File: config.mk
export PLATFORM = sky130hd
export DESIGN_NAME = irq_pending_latch
export DESIGN_NICKNAME = d
export VERILOG_FILES = /design/src/rtl/irq_pending_latch.sv
export SDC_FILE = /design/constraint.sdc
export NUM_CORES = 1
export LEC_CHECK = 0
export ABC_AREA = 1
export CAP_MARGIN = 0
export CORE_MARGIN = 10
export CORE_UTILIZATION = 50
export CTS_CLUSTER_DIAMETER = 80
export DETAILED_ROUTE_END_ITERATION = 10
export GPL_TIMING_DRIVEN = 0
export PLACE_DENSITY = 0.84
export SLEW_MARGIN = 25
export SYNTH_ARGS = -nofsm -noshare
export SYNTH_HDL_FRONTEND = slang
export SYNTH_SLANG_ARGS = --single-unit
File: constraint.sdc
create_clock -name clk -period 1.2 [get_ports clk]
set_input_delay 0.24 -clock clk [delete_from_list [all_inputs] [get_ports clk]]
set_output_delay 0.24 -clock clk [all_outputs]
set_load 0.05 [all_outputs]
File: src/rtl/irq_pending_latch.sv
`default_nettype none
// ============================================================================
// Module   : irq_pending_latch
// Brief    : Synchronizes and edge-latches 8 interrupt lines, masks them for
//            the downstream priority encoder, and presents one id at a time
//            over a valid/ack handshake (line 0 highest priority).
// Revision : 1.0 - initial release
// ============================================================================
module irq_pending_latch #(
    parameter int SYNC_STAGES = 2,
    parameter int MIN_GAP     = 1
) (
    input  logic       clk,
    input  logic       rst_n,
    input  logic [7:0] irq_in,
    input  logic [7:0] mask,
    input  logic       irq_ack,
    input  logic       lost_clr,
    output logic [7:0] pend_vec,
    output logic       enc_en,
    output logic       irq_valid,
    output logic [2:0] irq_id,
    output logic [7:0] irq_lost
);

    localparam int c_CNT_W = (MIN_GAP < 2) ? 1 : $clog2(MIN_GAP + 1);

    typedef enum logic [1:0] {
        IDLE = 2'd0,
        REQ  = 2'd1,
        GAP  = 2'd2
    } state_t;

    logic [SYNC_STAGES-1:0][7:0] sync_q, sync_d;
    logic [7:0]                  edge_q, edge_d;
    logic [7:0]                  pending_q, pending_d;
    logic [7:0]                  pend_vec_q, pend_vec_d;
    logic                        enc_en_q, enc_en_d;
    logic [7:0]                  lost_q, lost_d;
    logic                        valid_q, valid_d;
    logic [2:0]                  id_q, id_d;
    logic [c_CNT_W-1:0]          cnt_q, cnt_d;
    state_t                      state_q, state_d;

    logic [7:0] w_rise;
    logic [7:0] w_clr;
    logic       w_ack_hit;

    // Lowest set index wins, matching the downstream encoder.
    function automatic logic [2:0] encode(input logic [7:0] v);
        encode = 3'd0;
        for (int i = 7; i >= 0; i--) begin
            if (v[i]) encode = 3'(i);
        end
    endfunction

    always_comb begin
        state_d   = state_q;
        valid_d   = valid_q;
        id_d      = id_q;
        cnt_d     = cnt_q;
        w_ack_hit = 1'b0;
        case (state_q)
            IDLE: begin
                if (enc_en_q) begin
                    valid_d = 1'b1;
                    id_d    = encode(pend_vec_q);
                    state_d = REQ;
                end
            end
            REQ: begin
                if (irq_ack) begin
                    w_ack_hit = 1'b1;
                    valid_d   = 1'b0;
                    cnt_d     = c_CNT_W'(MIN_GAP);
                    state_d   = GAP;
                end
            end
            GAP: begin
                cnt_d = cnt_q - c_CNT_W'(1);
                if (cnt_q == c_CNT_W'(1)) state_d = IDLE;
            end
            default: begin
                state_d = IDLE;
                valid_d = 1'b0;
            end
        endcase
    end

    // A rise on the same edge as the ack re-arms the line rather than counting as lost.
    always_comb begin
        sync_d     = {sync_q[SYNC_STAGES-2:0], irq_in};
        edge_d     = sync_q[SYNC_STAGES-1];
        w_rise     = sync_q[SYNC_STAGES-1] & ~edge_q;
        w_clr      = w_ack_hit ? (8'd1 << id_q) : 8'd0;
        pending_d  = (pending_q & ~w_clr) | w_rise;
        lost_d     = (lost_clr ? 8'd0 : lost_q) | (w_rise & pending_q & ~w_clr);
        pend_vec_d = pending_q & ~mask;
        enc_en_d   = |pend_vec_d;
    end

    always_ff @(posedge clk or negedge rst_n) begin
        if (!rst_n) begin
            sync_q     <= '0;
            edge_q     <= 8'd0;
            pending_q  <= 8'd0;
            pend_vec_q <= 8'd0;
            enc_en_q   <= 1'b0;
            lost_q     <= 8'd0;
            valid_q    <= 1'b0;
            id_q       <= 3'd0;
            cnt_q      <= '0;
            state_q    <= IDLE;
        end else begin
            sync_q     <= sync_d;
            edge_q     <= edge_d;
            pending_q  <= pending_d;
            pend_vec_q <= pend_vec_d;
            enc_en_q   <= enc_en_d;
            lost_q     <= lost_d;
            valid_q    <= valid_d;
            id_q       <= id_d;
            cnt_q      <= cnt_d;
            state_q    <= state_d;
        end
    end

    assign pend_vec  = pend_vec_q;
    assign enc_en    = enc_en_q;
    assign irq_valid = valid_q;
    assign irq_id    = id_q;
    assign irq_lost  = lost_q;

endmodule
`default_nettype wire

After elaboration in Yosys (flattened, before gate mapping)
Cells that the tools add are included.
{"block": "classes", "addsub": 1, "n_mul": 0, "n_div": 0, "magnitude_cmp": 0, "n_eq_ne": 5, "shifts": 1, "mux": 21, "bitwise_logic": 11, "reduce_logical": 7}
{"cell": "AND 8 bit", "count": 5}
{"cell": "2-to-1 mux 3 bit", "count": 8}
{"cell": "inverter 8 bit", "count": 3}
{"cell": "2-to-1 mux 8 bit", "count": 2}
{"cell": "bitwise OR 8 bit", "count": 2}
{"cell": "OR reduction 8 bit", "count": 1}
{"cell": "left shift 1 x 3 -> 8 bit, first input constant", "count": 1}
{"cell": "2-to-1 mux 2 bit", "count": 3}
{"cell": "inequality test 2 bit, second input constant", "count": 3}
{"cell": "case mux 2 bit (3 select lines)", "count": 1}
{"cell": "AND reduction 3 bit", "count": 2}
{"cell": "2-to-1 mux 1 bit", "count": 5}
{"cell": "AND reduction 2 bit", "count": 2}
{"cell": "case mux 1 bit (3 select lines)", "count": 1}
{"cell": "== test 2 x 1 -> 1 bit, second input constant", "count": 1}
{"cell": "== test 2 bit, second input constant", "count": 1}
{"cell": "logical NOT 2 bit", "count": 1}
{"cell": "case mux 1 bit (2 select lines)", "count": 1}
{"cell": "nonzero test 2 bit", "count": 1}
{"cell": "inverter 1 bit", "count": 1}
{"cell": "subtractor 1 bit, second input constant", "count": 1}
{"block": "totals", "reg_bits": 56, "latch_bits": 0, "ram_bits": 0, "romBits": 0, "word_cells": 57, "mem_count": 0}

Depth between registers and ports, before layout
{"block": "depth", "depth_word": 8, "ltp_mapped": 9, "depth_no_buf": 9}

Worst setup path after synthesis
No wires, ideal clock.
{"block": "synth_timing", "path_kind": "register to register", "startpoint": "register pend_vec_q[6] (netlist: pend_vec[6])", "endpoint": "register id_q[0] (netlist: irq_id[0])", "setup_ns": 0.118, "t_arrival_ns": 1.064, "required_time_ns": 1.082, "path_slack_ns": 0.018, "stages_incl_launch_ff": 10, "path_buffers": 0, "period_less_slack_ns": 1.182, "cell_sequence": "dfrtp_1 > inv_1 > nand2_1 > nand2_1 > nand2_1 > nand2_1 > nand2_1 > nand2_1 > nand2_1 > nand2_1"}
{"block": "synth_between", "elab_chain_len": 7}
{"item": "start: declaration", "line_no": "37", "rtl": "logic [7:0] pend_vec_q, pend_vec_d;"}
{"item": "start signal: assignment", "line_no": "118", "rtl": "pend_vec_q <= pend_vec_d;"}
{"item": "2-to-1 mux 3 bit (7 in series)", "line_no": "53", "rtl": "if (v[i]) encode = 3'(i);"}
{"item": "end signal: assignment", "line_no": "122", "rtl": "id_q <= id_d;"}
{"item": "end: declaration", "line_no": "41", "rtl": "logic [2:0] id_q, id_d;"}
No other way between the ends.
A chain may end at the register's enable or synchronous reset.

Final worst setup path
{"block": "layout_timing", "startpoint": "register pend_vec_q[7] (netlist: pend_vec[7])", "endpoint": "output pend_vec[7]"}
{"item": "end: declaration", "line_no": "19", "rtl": "output logic [7:0] pend_vec,"}
No word-level cell between the ends.

==> impl_metrics.yaml <==
setup_path:
  crit_chain: "clkbuf_4"
  required_ns: 0.96
  crit_path_max_incr_delay_ns: 0.40
  crit_type: "reg -> out"
  cp_max_fo: 3
  end_kind: "output port"
  cpMaxStageDelayCell: "dfrtp_1"
  critPathTopFamily: "flip-flops"
  cp-start-kind: "flop"
  rr_startpoint: "irq_id[1]"
  crit_arrival_ns: 0.92
  cp-startpoint: "pend_vec[7]"
  path_buf_inv: 1
run_status:
  status: "finished clean"
grt:
  grt_pass1_wl_mm: 6.69
  gr-total-overflow: 0
  grt_pass1_vias: 1486
  antenna_found_initial: 0
  track_usage_pct: 11.6
  grt_max_degree: 57
timing:
  finalCritPeriodShare_pct: 96.7
  final.setup.worst_slack_ns: 0.0393
  hold_slack_ns: 0.354
  hold_viol: 0
  maxSlewHeadroom_pct: 56.8
  max_freq_mhz: 862
  fin_crit_ns: 1.16
  worst_slew_pin_slew_ns: 0.649
  rsz0062_at_grt: "false"
  fin_skew_ns: 0.00519
  setup_violations: 0
  slew_violations: 0
pwr:
  p_leak_nw: 1.33
  peakVddDrop_mv: 1.15
  p_total_mw: 5.22
  powerDensity_nw_per_um2: 2040
synth:
  syn_nets: 207
  ys_types: 17
  ys_ff_latch: 56
  synth_top_family_by_area: "simple AND/OR/NAND/NOR gates"
  synth.area.mux_share_pct: 0
  netlist_area_um2: 1990
  yosys.area_share.xor_xnor_pct: 0
  yosys.area_share.simple_pct: 19.3
  ys_seq_area_share_pct: 70.6
  synth-compound-area-share_pct: 3.97
  ys_warn_count: 0
  avgSynthCellArea_um2: 10.6
  synthAdderAreaFrac_pct: 0
  synthCells: 187
floorplan:
  ios: 41
  die_h_um: 83.0
  initial_core_util_pct: 53.0
  die_x_um: 83.0
  num_rows: 22
  die_area_um2: 6890
  core_um2: 3740
clock_tree:
  cts_buffer_depth: 2
  cts_inserted_buffers: 5
  cts_tree: "yes"
  clock_latency_ns: 0.30
  clkTransAtPathRegs_ns: 0.09
  cts_sinks: 56
  cts_max_level: 2
  ctsRootBufferMaster: "clkbuf_8"
final_layout:
  diodes: 0
  syn_to_final_growth_pct: 28.7
  fin_nets: 260
  final_cell_mix: "dfrtp_1, nand2_1, inv_1, clkdlybuf4s50_1"
  final_common_cell: "dfrtp_1"
  drive_gt1_share_pct: 17.8
job:
  drv_cap: 0
place:
  hpwl_mm: 2.78
  preCtsSetupSlack_ns: -0.342
  gp_congestion: 0.775
  port-buffer-count: 40
drt:
  vias: 1387
  totalWireLength_mm: 3.69
  routedWlPerCell_um: 12.8
  firstDrtPassIters: 4
  drc: 0
  viasPerCell: 4.80
  drt_iter0_markers: 79
  drtAntennaViolNets: 0
worst_hold_path:
  hp-class: "reg -> reg"
  hp-start: "sync_d[15]"
power breakdown:
group | switching, mW | internal, mW | total, mW
clock network | 0.569 | 0.617 | 1.19
registers | 0.164 | 2.18 | 2.35
logic | 1.15 | 0.537 | 1.69
final timing paths:
check                              end  slack (ns)  depth (start not counted)
setup reg to reg           irq_lost[5]        0.10                          5
max in group asynchronous    irq_id[1]        0.23                          2
min in group asynchronous  irq_lost[5]        0.49                          2
setup / recovery           pend_vec[7]        0.04                          1
hold / removal               edge_d[7]        0.35                          0
hold reg to reg              edge_d[7]        0.35                          0
cell families (layout without fill, tap and decap cells):
| group | after synthesis | count (layout) |
|---|---|---|
| simple gates | 84 | 84 |
| flops | 56 | 56 |
| buf+inv | 32 | 86 |
| compound gates | 15 | 15 |
final cells by class:
class	instances	area, µm²
clock inverters	3	42.5
inverters	32	123
multi-input cells	99	462
clock buffers	5	68.8
flip-flops and latches	56	1410
repair buffers	46	394
fillers	299	1190
well taps	48	60.1
per-layer routing:
| layer | up-vias | wire length [µm] | GRT usage [%] |
|---|---|---|---|
| li1 | 696 | - | - |
| met1 | 645 | 1640 | 13.2 |
| met2 | 40 | 1730 | 18.6 |
| met3 | 6 | 265 | 4.59 |
| met4 | 0 | 55 | 5.08 |
| met5 | - | 0 | 0 |
worst reg2reg max path: stages, from the launching register on:
cell and delay [ns]:
dfrtp_2 0.41, buf_4 0.15, inv_1 0.13, nand4_1 0.16, nand2_1 0.10, nand2_1 0.05
synthesized netlist by cell type, drive strengths merged:
library cell	number	share of area, %
nor4	1	0.32
inv	32	6.2
nand4	9	2.8
o21ai	13	3.3
o22ai	1	0.32
nand2	48	9.1
nor2	12	2.6
o21bai	1	0.38
nand3	5	2.1
nor3	9	2.3
dfrtp	56	71
sequential cells by signal (all words and copies together), names as in the netlist:
| signal | count |
|---|---|
| irq_lost | 8 |
| irq_id | 3 |
| cnt_q | 1 |
| edge_q | 8 |
| enc_en | 1 |
| edge_d | 8 |
| pending_q | 8 |
| pend_vec | 8 |
| irq_valid | 1 |
| state_q | 2 |
| sync_d | 8 |
what timing repair did:
item | CTS | global route
hold buffers | 1 | 0
setup endpoints to repair | 21 | 25
resized for setup | 116 | 13
hold endpoints to repair | 56 | 0
setup buffers | 2 | 3
through the flow:
step	setup TNS, ns	std cells	instance area, µm²	utilization (%)
after floorplan	0	187	1990	-
after global placement	-99.60	275	2450	65.3
after detailed placement	-6.94	275	2440	65.3
after CTS	0	286	2500	66.8
after global routing	0	289	2550	68.2
final	0	289	2550	68.2
No activity file was read; power rests on OpenSTA's default activity.
